$ cat src/rtl/branch_ctrl.sv
// branch_ctrl: resolves one conditional branch at a time and drives the fetch redirect.
//
// A request is captured in IDLE and compared in EVAL. A taken branch with an aligned target
// goes to REDIR, which holds redirect_valid/redirect_pc until fetch acknowledges. Every other
// outcome goes straight to RESP. RESP pulses resp_valid with the outcome flags for one cycle.
//
// Optional feature: define BRANCH_PERF_CNT_EN to add the CNT_W parameter, the branch_cnt and
// taken_cnt ports, and their counters. The default build leaves them out.
//
// Ports
//   clk, rst                 clock, asynchronous active-high reset
//   req_valid / req_ready    request handshake (ready only in IDLE, never while rst is high)
//   funct3, rs1, rs2         branch type and comparison operands
//   pc, imm                  branch PC and sign-extended B-immediate
//   redirect_valid/_pc/_ack  fetch redirect, held until acknowledged
//   flush                    one-cycle pulse on the first REDIR cycle
//   resp_valid, resp_taken, resp_illegal, resp_misalign   completion pulse and outcome flags
//   branch_cnt, taken_cnt    performance counters (BRANCH_PERF_CNT_EN only)
module branch_ctrl #(
  parameter int unsigned XLEN  = 32
`ifdef BRANCH_PERF_CNT_EN
  ,
  parameter int unsigned CNT_W = 32
`endif
) (
  input  logic            clk,
  input  logic            rst,
  input  logic            req_valid,
  output logic            req_ready,
  input  logic [2:0]      funct3,
  input  logic [XLEN-1:0] rs1,
  input  logic [XLEN-1:0] rs2,
  input  logic [XLEN-1:0] pc,
  input  logic [XLEN-1:0] imm,
  output logic            redirect_valid,
  output logic [XLEN-1:0] redirect_pc,
  input  logic            redirect_ack,
  output logic            flush,
  output logic            resp_valid,
  output logic            resp_taken,
  output logic            resp_illegal,
  output logic            resp_misalign
`ifdef BRANCH_PERF_CNT_EN
  ,
  output logic [CNT_W-1:0] branch_cnt,
  output logic [CNT_W-1:0] taken_cnt
`endif
);

  typedef enum logic [1:0] {StIdle, StEval, StRedir, StResp} state_e;

  state_e state_q, state_d;

  logic [2:0]      funct3_q, funct3_d;
  logic [XLEN-1:0] rs1_q, rs1_d;
  logic [XLEN-1:0] rs2_q, rs2_d;
  logic [XLEN-1:0] pc_q, pc_d;
  logic [XLEN-1:0] imm_q, imm_d;
  logic [XLEN-1:0] redirect_pc_q, redirect_pc_d;
  logic            taken_q, taken_d;
  logic            illegal_q, illegal_d;
  logic            misalign_q, misalign_d;
  logic            redir_first_q, redir_first_d;

  // Evaluation of the captured operands; only consumed while in EVAL.
  logic            eq, lt, taken, illegal, misalign;
  logic [XLEN-1:0] target;

  always_comb begin
    eq       = (rs1_q == rs2_q);
    // funct3[1] selects the unsigned compare (BLTU/BGEU).
    lt       = funct3_q[1] ? (rs1_q < rs2_q) : ($signed(rs1_q) < $signed(rs2_q));
    target   = pc_q + imm_q;
    illegal  = 1'b0;
    taken    = 1'b0;
    unique case (funct3_q)
      3'b000:         taken = eq;
      3'b001:         taken = !eq;
      3'b100, 3'b110: taken = lt;
      3'b101, 3'b111: taken = !lt;
      default:        illegal = 1'b1;
    endcase
    misalign = taken && (target[1:0] != 2'b00);
  end

  // State register
  always_ff @(posedge clk or posedge rst) begin
    if (rst) begin
      state_q <= StIdle;
    end else begin
      state_q <= state_d;
    end
  end

  // Next-state logic
  always_comb begin
    state_d = state_q;
    unique case (state_q)
      StIdle:  if (req_valid) state_d = StEval;
      StEval:  state_d = (taken && !misalign) ? StRedir : StResp;
      StRedir: if (redirect_ack) state_d = StResp;
      StResp:  state_d = StIdle;
      default: state_d = StIdle;
    endcase
  end

  // Datapath next-state
  always_comb begin
    funct3_d   = funct3_q;
    rs1_d      = rs1_q;
    rs2_d      = rs2_q;
    pc_d       = pc_q;
    imm_d      = imm_q;
    taken_d    = taken_q;
    illegal_d  = illegal_q;
    misalign_d = misalign_q;
    if (state_q == StIdle && req_valid) begin
      funct3_d = funct3;
      rs1_d    = rs1;
      rs2_d    = rs2;
      pc_d     = pc;
      imm_d    = imm;
    end
    if (state_q == StEval) begin
      taken_d    = taken;
      illegal_d  = illegal;
      misalign_d = misalign;
    end
    redir_first_d = (state_q == StEval) && (state_d == StRedir);
    // redirect_pc only moves on a real redirect and otherwise keeps its last value.
    redirect_pc_d = redir_first_d ? target : redirect_pc_q;
  end

  always_ff @(posedge clk or posedge rst) begin
    if (rst) begin
      funct3_q      <= 3'b000;
      rs1_q         <= '0;
      rs2_q         <= '0;
      pc_q          <= '0;
      imm_q         <= '0;
      redirect_pc_q <= '0;
      taken_q       <= 1'b0;
      illegal_q     <= 1'b0;
      misalign_q    <= 1'b0;
      redir_first_q <= 1'b0;
    end else begin
      funct3_q      <= funct3_d;
      rs1_q         <= rs1_d;
      rs2_q         <= rs2_d;
      pc_q          <= pc_d;
      imm_q         <= imm_d;
      redirect_pc_q <= redirect_pc_d;
      taken_q       <= taken_d;
      illegal_q     <= illegal_d;
      misalign_q    <= misalign_d;
      redir_first_q <= redir_first_d;
    end
  end

  // Outputs are decoded from state so an asynchronous reset clears them at once.
  always_comb begin
    req_ready      = (state_q == StIdle) && !rst;
    redirect_valid = (state_q == StRedir);
    flush          = redirect_valid && redir_first_q;
    redirect_pc    = redirect_pc_q;
    resp_valid     = (state_q == StResp);
    resp_taken     = resp_valid && taken_q;
    resp_illegal   = resp_valid && illegal_q;
    resp_misalign  = resp_valid && misalign_q;
  end

`ifdef BRANCH_PERF_CNT_EN
  logic [CNT_W-1:0] branch_cnt_q, branch_cnt_d;
  logic [CNT_W-1:0] taken_cnt_q, taken_cnt_d;

  always_comb begin
    branch_cnt_d = branch_cnt_q;
    taken_cnt_d  = taken_cnt_q;
    if (state_q == StResp && !illegal_q) branch_cnt_d = branch_cnt_q + CNT_W'(1);
    if (state_q == StResp && taken_q)    taken_cnt_d  = taken_cnt_q + CNT_W'(1);
  end

  always_ff @(posedge clk or posedge rst) begin
    if (rst) begin
      branch_cnt_q <= '0;
      taken_cnt_q  <= '0;
    end else begin
      branch_cnt_q <= branch_cnt_d;
      taken_cnt_q  <= taken_cnt_d;
    end
  end

  assign branch_cnt = branch_cnt_q;
  assign taken_cnt  = taken_cnt_q;
`endif

endmodule
$ cat config.mk
export PLATFORM = sky130hd
export DESIGN_NAME = branch_ctrl
export DESIGN_NICKNAME = d
export VERILOG_FILES = /design/src/rtl/branch_ctrl.sv
export SDC_FILE = /design/constraint.sdc
export NUM_CORES = 1
export LEC_CHECK = 0
export CAP_MARGIN = 15
export CELL_PAD_IN_SITES_DETAIL_PLACEMENT = 2
export CELL_PAD_IN_SITES_GLOBAL_PLACEMENT = 2
export CORE_MARGIN = 2
export CORE_UTILIZATION = 37
export DETAILED_ROUTE_END_ITERATION = 10
export GPL_TIMING_DRIVEN = 0
export PLACE_DENSITY = 0.87
export SYNTH_ARGS = -nofsm -noshare
export SYNTH_HDL_FRONTEND = slang
export SYNTH_SLANG_ARGS = --single-unit
export TNS_END_PERCENT = 5
$ cat constraint.sdc
create_clock -name clk -period 10.9 [get_ports clk]
set_input_delay 2.18 -clock clk [delete_from_list [all_inputs] [get_ports clk]]
set_output_delay 2.18 -clock clk [all_outputs]
set_load 0.01 [all_outputs]
==> flow_summary_export.csv <==
group,metric,value,unit
drt,wl_met1,11200,um
critical_path,worst-path-max-fanout,2,
clocking,post_cts_buffers,0,
cells_and_area,syn_to_final_growth,30.6,%
sta,slew_viol_final,0,
placement,dp_hpwl,20000,um
hold_path,worstHoldPathType,"flip-flop to flip-flop",
logic_synthesis,syn_nets,927,
placement,port_buffers,173,
drt,drc_errors,0,
logic_synthesis,ys_ff_latch,169,
clocking,path_clk_slew,0.06,ns
global_routing,antenna_found_initial,0,
logic_synthesis,synth_top_cell_by_area,"dfrtp_1",
run,max_cap_violations,0,
clocking,clk_path_buf_depth,2,
critical_path,path_delay_family,"buffers and inverters",
critical_path,rrSetupSlack,7.29,ns
sta,hold_viol,0,
hold_path,hold_depth,1,
clocking,cts_tree,"yes",
die,die_w,159,um
placement,gp_congestion,0.766,
logic_synthesis,synthTopCellsByArea,"dfrtp_1 48%, mux2_2 17%, ha_1 9.6%",
critical_path,crit_path_start_kind,"input pin",
power,ir_worst_vdd,0.000184,V
logic_synthesis,netlist_area,0.00890,mm^2
drt,route.vias.total,6388,
die,dieHeight,159,um
clocking,post_cts_resized,0,
critical_path,crit_buf_inv,2,
drt,drt_iter0_markers,224,
drt,dr.pass1.iters,4,
logic_synthesis,syn_inst,723,
sta,finalCriticalPeriod,5.59,ns
die,die_area,0.0253,mm^2
drt,wire_per_inst,21.5,um
logic_synthesis,synth_top_area_share,47.5,%
clocking,clock-root-buffer,"clkbuf_16",
clocking,clock_latency,0.43,ns
drt,dr_wl_met2,14200,um
cells_and_area,finalNetCount,1120,
critical_path,arrival,3.41,ns
cells_and_area,fin_area,0.0116,mm^2
sta,min_period_over_period,51.3,%
global_routing,overflow,0,
critical_path,cp_slowest_stage_delay,0.55,ns
critical_path,timing.critical_path.required,8.72,ns
global_routing,grt_pass1_vias,7637,
clocking,cts_sinks,169,
drt,via_per_inst,5.12,
logic_synthesis,synth_edf_count,0,
global_routing,grt_max_degree,96,
drt,routed-wl-met3,1120,um
drt,maxUsedRoutingLayer,"met4",
power,p_leak,5.16,nW
cells_and_area,layout_commonest_cell,"clkdlybuf4s50_1",
hold_path,hold_end,"redirect_pc[31]",
logic_synthesis,yosysWarningCount,0,
drt,ant_nets,0,
clocking,cts-htree-levels,4,
cells_and_area,seq_area,0.00423,mm^2
logic_synthesis,async_flop_share,100,%
logic_synthesis,ys.flop_type,"dfrtp_1",
logic_synthesis,ys_seq_area_share,47.5,%
sta,setup_viol,0,
cells_and_area,final_cell_mix,"173 x clkdlybuf4s50_1, 169 x dfrtp_1, 134 x mux2_2, 68 x ha_1, 51 x inv_1",
die,ios,174,
power,p_total,0.00390,W
critical_path,worstRegToRegCells,11,
sta,fmax,179,MHz
cells_and_area,multiInputGateArea,0.00438,mm^2
cells_and_area,final_cells,1247,
drt,wl,26800,um
critical_path,cp_common_cell,"clkdlybuf4s50_1",
run_status,outcome,"finished, final reports clean",
clocking,cts_buffers,17,
placement,dpl_cell_area,0.0111,mm^2
global_routing,grt_pass1_wl,43700,um
cells_and_area,diodes,0,
die,fp-row-count,56,
sta,finalClockSkew,0.0135,ns
die,initial_core_util,37.8,%
critical_path,r2r-end,"redirect_pc[25]",
sta,rsz0062_at_grt,"false",
logic_synthesis,syn_area_per_cell,12.3,um^2
sta,tightest_slew,0.806,ns
critical_path,end_kind,"primary output",
global_routing,grt_usage,22.0,%
hold_path,hp-start,"redirect_pc[31]",
placement,dp_cells,1216,
critical_path,cp_cell_sequence,"clkdlybuf4s50_1 -> nor2b_1 -> clkdlybuf4s50_1",
power,p_per_area,336,mW/mm^2
critical_path,critical_path_class,"input pin to primary output",
sta,setup_tns,0,ns
logic_synthesis,ys_types,52,
critical_path,rr_startpoint,"rs1_q[9]",
sta,slew_headroom,46.3,%
critical_path,cp_slowest_cell,"clkdlybuf4s50_1",
cells_and_area,fill_cells,2338,
cells_and_area,drive_gt1_share,21.8,%
die,core,0.0235,mm^2
clocking,cts_hold_buf,0,
[report_power, final]
part | internal, W | switching, W
Clock | 0.000323 | 0.000271
Combinational | 0.00105 | 0.00110
Sequential | 0.000946 | 0.000211
Total | 0.00232 | 0.00158
[synthesized netlist by cell type, types with 2 or more instances]
library cell,n
dfrtp_1,169
mux2_2,134
ha_1,68
inv_1,52
a21oi_1,32
mux2_4,26
nand2_1,25
nor2_1,20
o21ai_0,19
xnor2_1,19
clkbuf_1,13
a21o_1,10
nor3_1,10
nand3_1,9
nand4_1,9
xor2_1,9
nor2b_1,8
a31oi_1,7
a211oi_1,6
and2_1,6
and3_1,6
nand2b_1,6
o211ai_1,6
o21a_1,6
mux2i_1,5
a211o_1,4
buf_1,4
a41oi_1,3
buf_6,3
o2111ai_1,3
a21oi_2,2
nor3b_1,2
o21bai_1,2
or4_1,2
[worst max path at each step]
stage | startpoint | endpoint | slack (ns) | cells after the start
after floorplan | rst | funct3_q[0] | 4.14 | 1
after detailed placement | rst | req_ready | 5.30 | 3
after global placement | rst | imm_q[18] | 1.57 | 2
after CTS | rst | req_ready | 5.30 | 3
after global routing | rst | req_ready | 5.25 | 3
final | rst | req_ready | 5.31 | 3
[metrics by stage]
stage / util, % / hold slack, ns / worst slack (ns)
6_report: 49.4 / 0.511 / 5.31
4_1_cts: 49.4 / 0.514 / 5.30
3_3_place_gp: 46.8 / 0.489 / 1.57
5_1_grt: 49.4 / 0.524 / 5.25
2_1_floorplan: - / 0.479 / 4.14
3_5_place_dp: 47.0 / 0.496 / 5.30
[state kept, by name, indices dropped and copies added, names as in the netlist, 2 cells and up]
signal	flops
funct3_q	3
rs1_q	32
rs2_q	32
state_q	2
imm_q	32
pc_q	32
redirect_pc	32
[logic make-up (layout without fill, tap and decap cells)]
| logic type | Yosys count | in the layout | share of synthesized area, % |
|---|---|---|---|
| AOI/OAI and AO/OA | 112 | 112 | 8.54 |
| xor gates and xnor gates | 28 | 28 | 2.76 |
| adders and majority gates | 69 | 69 | 9.79 |
| buffers and inverters | 72 | 277 | 3.29 |
| DFF | 169 | 169 | 47.5 |
| muxes | 165 | 165 | 21.9 |
| and+or+nand+nor | 108 | 108 | 6.19 |
[area by class of cell]
type | instances | area share (%)
Buffer | 20 | 0.840
Clock buffer | 19 | 3.81
Clock inverter | 12 | 1.01
Inverter | 52 | 1.74
Multi-Input combinational cell | 482 | 37.6
Sequential cell | 169 | 36.4
Tap cell | 319 | 3.43
Timing Repair Buffer | 174 | 15.1
[metal layers]
layer / global-route usage [%] / vias to the layer above
met5: 0 / -
li1: - / 2962
met3: 4.71 / 23
met2: 40.6 / 147
met1: 26.5 / 3256
met4: 4.42 / 0
No activity file was read; power rests on OpenSTA's default activity.
==> patch 1 (same flow settings) <==
Register the output `redirect_pc`, with the module's reset; this adds one clock of latency there. The other outputs are not delayed to match.
--- a/src/rtl/branch_ctrl.sv
+++ b/src/rtl/branch_ctrl.sv
@@ -50,4 +50,6 @@
   typedef enum logic [1:0] {StIdle, StEval, StRedir, StResp} state_e;
 
+  logic [XLEN-1:0] redirect_pc_c;
+
   state_e state_q, state_d;
 
@@ -163,5 +165,5 @@
     redirect_valid = (state_q == StRedir);
     flush          = redirect_valid && redir_first_q;
-    redirect_pc    = redirect_pc_q;
+    redirect_pc_c  = redirect_pc_q;
     resp_valid     = (state_q == StResp);
     resp_taken     = resp_valid && taken_q;
@@ -195,3 +197,11 @@
 `endif
 
+  always_ff @(posedge clk or posedge rst) begin
+    if (rst) begin
+      redirect_pc <= '0;
+    end else begin
+      redirect_pc <= redirect_pc_c;
+    end
+  end
+
 endmodule
Function: changed (a bounded check fails within 4 cycles, from zero or initial values and one cycle with rst high).
==> patch 1 against the unedited design <==
- sequential cell count increased by 32
- sequential power increased by 14%
- design area increased by 8.2%
- area after synthesis increased by 7.5%
- setup slack improved by 0.026 ns
- clock power increased by 39%
- hold slack got worse by 0.14 ns
- total power increased by 7.9%
- combinational power decreased by 4%
- routed wire length decreased by 0.36%
- highest routed layer is now met5
==> patch 1: results (changes against the unedited design) <==
Run status
  • Outcome: finished, final reports clean

Clocking
  • Post_cts resized: 0 (unchanged)
  • Num CTS Buffers: 25 (+8)
  • Clk buf depth: 3 (+1)
  • Clk_lat worst skew: 0.52 ns (+0.09 ns)
  • H-tree Lvls: 1 (-3)

Synth
  • Post-synthesis adder-cell area fraction: 9.10% (-0.69 points)
  • Sequential area share after synthesis: 52.6% (+5.0 points)
  • Most area-consuming cells after synthesis: dfrtp_1 (53%), mux2_2 (18%), ha_1 (8.9%)
  • Fraction of synthesized area in multiplexers: 19.2% (-2.7 points)
  • Syn Inst Count: 747 (+3.3%)
  • Syn Nets: 951 (+2.6%)
  • Xor/xnor share of the synthesized area: 2.75% (-0.010 points)
  • Synth top cells by count: dfrtp_1 (201), mux2_2 (155), ha_1 (68)
  • Unique masters post-synth: 62 (+19%)

Pwr
  • Power Combinational: 2.07 mW (-4%)
  • Leakage power: 5.67 nW (+9.9%)
  • Switching pwr: 1.58 mW (-0.27%)
  • Max IR drop VDD: 0.136 mV (-26%)

Place
  • Post-Place Worst Slack: 5.32 ns (+0.0164 ns)
  • Area after DPL: 11700 sq um (+6.2%)
  • RD Place Congestion: 0.818 (+6.8%)
  • Detailed placement HPWL: 19.8 mm (-1.2%)

Critical path
  • Worst EP arrival: 3.39 ns (-0.02 ns)
  • Internal reg-to-reg setup slack: 7.48 ns (+0.19 ns)
  • Crit Path Category: primary input to output pin
  • Worst Reg2Reg Path Length in Cells: 13 (+2)
  • Worst R2R Start: rs2_q[13]

Worst hold path
  • Hold Crit Start: redirect_pc_c[13]
  • Hold Crit Depth: 0 (-1)
  • Hold endpoint: redirect_pc[13]

Global routing
  • Largest net degree at the start of global routing: 105 (+9.4%)
  • Vias in the first global route: 7801 (+2.1%)
  • First-pass GRT wire length: 42.7 mm (-2.4%)
  • Initial antenna violation count: 7 (+7)
  • Total Routing Usage GR: 20.2% (-1.8 points)

Cells and area
  • Finished Layout Cells: 1296 (+3.9%)
  • Filler cells: 2454 (+5.0%)
  • Layout Nets: 1152 (+2.9%)
  • Layout cell share with drive strength beyond 1: 21.9% (+0.098 points)

Detailed routing
  • DR WL met3: 1.63 mm (+45%)
  • Vias: 6677 (+4.5%)
  • Iter 0 DRT Violations: 300 (+34%)
  • Wl on met1: 10.8 mm (-3.3%)
  • Top sig layer: met5
  • Met2 wire length: 13.7 mm (-3.5%)
  • Routed WL per cell: 20.6 um (-4.1%)

STA
  • Slew HR: 48.8% (+2.6 points)
  • Max Clock Skew: 0.0139 ns (+0.000363 ns)
  • Fmax: 0.180 GHz (+0.46%)
  • Fin Hold WS: 0.371 ns (-0.140 ns)
patch 1: area by class of cell:
cell class | count | area [sq um] | area share, %
Timing Repair Buffer | 174 | 1760 | 14.0
Multi-Input combinational cell | 478 | 4280 | 34.0
Sequential cell | 201 | 5030 | 40.0
Buffer | 17 | 67.6 | 0.537
Tap cell | 330 | 413 | 3.28
Inverter | 51 | 199 | 1.58
Clock inverter | 2 | 38.8 | 0.308
Antenna cell | 1 | 2.50 | 0.0199
Clock buffer | 42 | 790 | 6.28
patch 1: kinds of logic after synthesis:
family                   after synthesis
AND/OR/NAND/NOR                       99
adder cells (fa/ha/maj)               69
XOR/XNOR                              30
multiplexers                         163
buffers and inverters                 68
flip-flops                           201
AO/OA/AOI/OAI                        117
patch 1: layer usage:
layer  up-vias  global-route usage (%)
li1       3062                       -
met1      3396                    23.8
met2       167                    37.4
met3        44                    5.17
met4         8                    3.64
met5         -                       0
==> patch 2 (config.mk and constraints unchanged) <==
Without the edit above. Build with the macro `BRANCH_PERF_CNT_EN` defined.
--- a/src/rtl/branch_ctrl.sv
+++ b/src/rtl/branch_ctrl.sv
@@ -17,4 +17,6 @@
 //   resp_valid, resp_taken, resp_illegal, resp_misalign   completion pulse and outcome flags
 //   branch_cnt, taken_cnt    performance counters (BRANCH_PERF_CNT_EN only)
+`define BRANCH_PERF_CNT_EN
+
 module branch_ctrl #(
   parameter int unsigned XLEN  = 32
Function (old outputs only; new: branch_cnt and taken_cnt): kept (Yosys induction, for registers that start in step).
==> patch 2 against the unedited design <==
- count of clock-buffer cells in the layout up 21
- largest cell class is now sequential cells
- setup slack better by 0.033 ns
- largest power group unchanged
- synthesized cell count up 32%
- sequential cell count up 64
- area after synthesis up 31%
- hold slack worse by 0.044 ns
- total power up 19%
- routed wire length up 35%
- design area up 33%
==> patch 2: results (changes against the unedited design) <==
Clocking
  • Clk_lat worst skew: 0.53 ns (+0.10 ns)
  • Clk buf depth: 3 (+1)
  • Num CTS Buffers: 27 (+10)

Cells and area
  • Data buffer area share: 16.1% (+0.16 points)
  • Non-clock buffers: 257 (+32%)
  • Design area: 15500 sq um (+33%)
  • Diodes inserted: 5 (+5)

STA
  • Slew @ Worst Pin: 0.905 ns (+0.0984 ns)
  • Max Clock Skew: 0.0145 ns (+0.000915 ns)

Place
  • Area after DPL: 14600 sq um (+32%)
  • RD Place Congestion: 0.797 (+4.1%)
  • Post-Place Worst Slack: 5.34 ns (+0.0351 ns)
  • Detailed placement HPWL: 26.6 mm (+33%)
  • Inst Count DP: 1589 (+31%)

Synth
  • Most area-consuming cells after synthesis: dfrtp_1 (50%), mux2_2 (13%), ha_1 (7.5%)
  • Complex-gate fraction of the synthesized area: 7.22% (-1.3 points)
  • Post-synthesis register bit count: 233 (+38%)
  • Synth top cells by count: dfrtp_1 (233), mux2_2 (136), xnor2_1 (71)
  • Xor/xnor share of the synthesized area: 6.61% (+3.9 points)
  • Syn Nets: 1161 (+25%)
  • Post-synthesis adder-cell area fraction: 7.69% (-2.1 points)

Global routing
  • Global Route met2 Usage: 41.8% (+1.2 points)
  • Met3 Resource Use GR: 5.23% (+0.52 points)
  • Total Routing Usage GR: 22.3% (+0.32 points)

Detailed routing
  • DR WL met3: 2.03 mm (+81%)
  • Iter 0 DRT Violations: 301 (+34%)
  • Vias per cell: 5.27 (+2.9%)
  • Top sig layer: met5
  • Routed wire length: 36.1 mm (+35%)
  • Met2 wire length: 19.0 mm (+34%)

Run status
  • Outcome: finished, final reports clean
[patch 2: cell count changes in the layout (fill, tap and decap cells not counted), sizes merged, moves of 19 or more]
cell | before | now
clkdlybuf4s50 | 173 | 237
dfrtp | 169 | 233
xnor2 | 19 | 71
nand2 | 25 | 52
clkbuf | 32 | 52
nand4 | 9 | 28
[patch 2: final timing paths]
| kind | start | endpoint |
|---|---|---|
| setup / recovery | rst | req_ready |
| hold / removal | taken_cnt[31] | taken_cnt[31] |
| setup reg to reg | pc_q[0] | redirect_pc[30] |
| hold reg to reg | taken_cnt[31] | taken_cnt[31] |
| max in group asynchronous | rst | imm_q[17] |
| min in group asynchronous | rst | rs2_q[23] |
[patch 2: report_power, final]
part / internal, mW / switching, mW / total (mW)
combinational: 1.12 / 1.19 / 2.31
sequential: 1.20 / 0.240 / 1.44
clock: 0.526 / 0.371 / 0.897
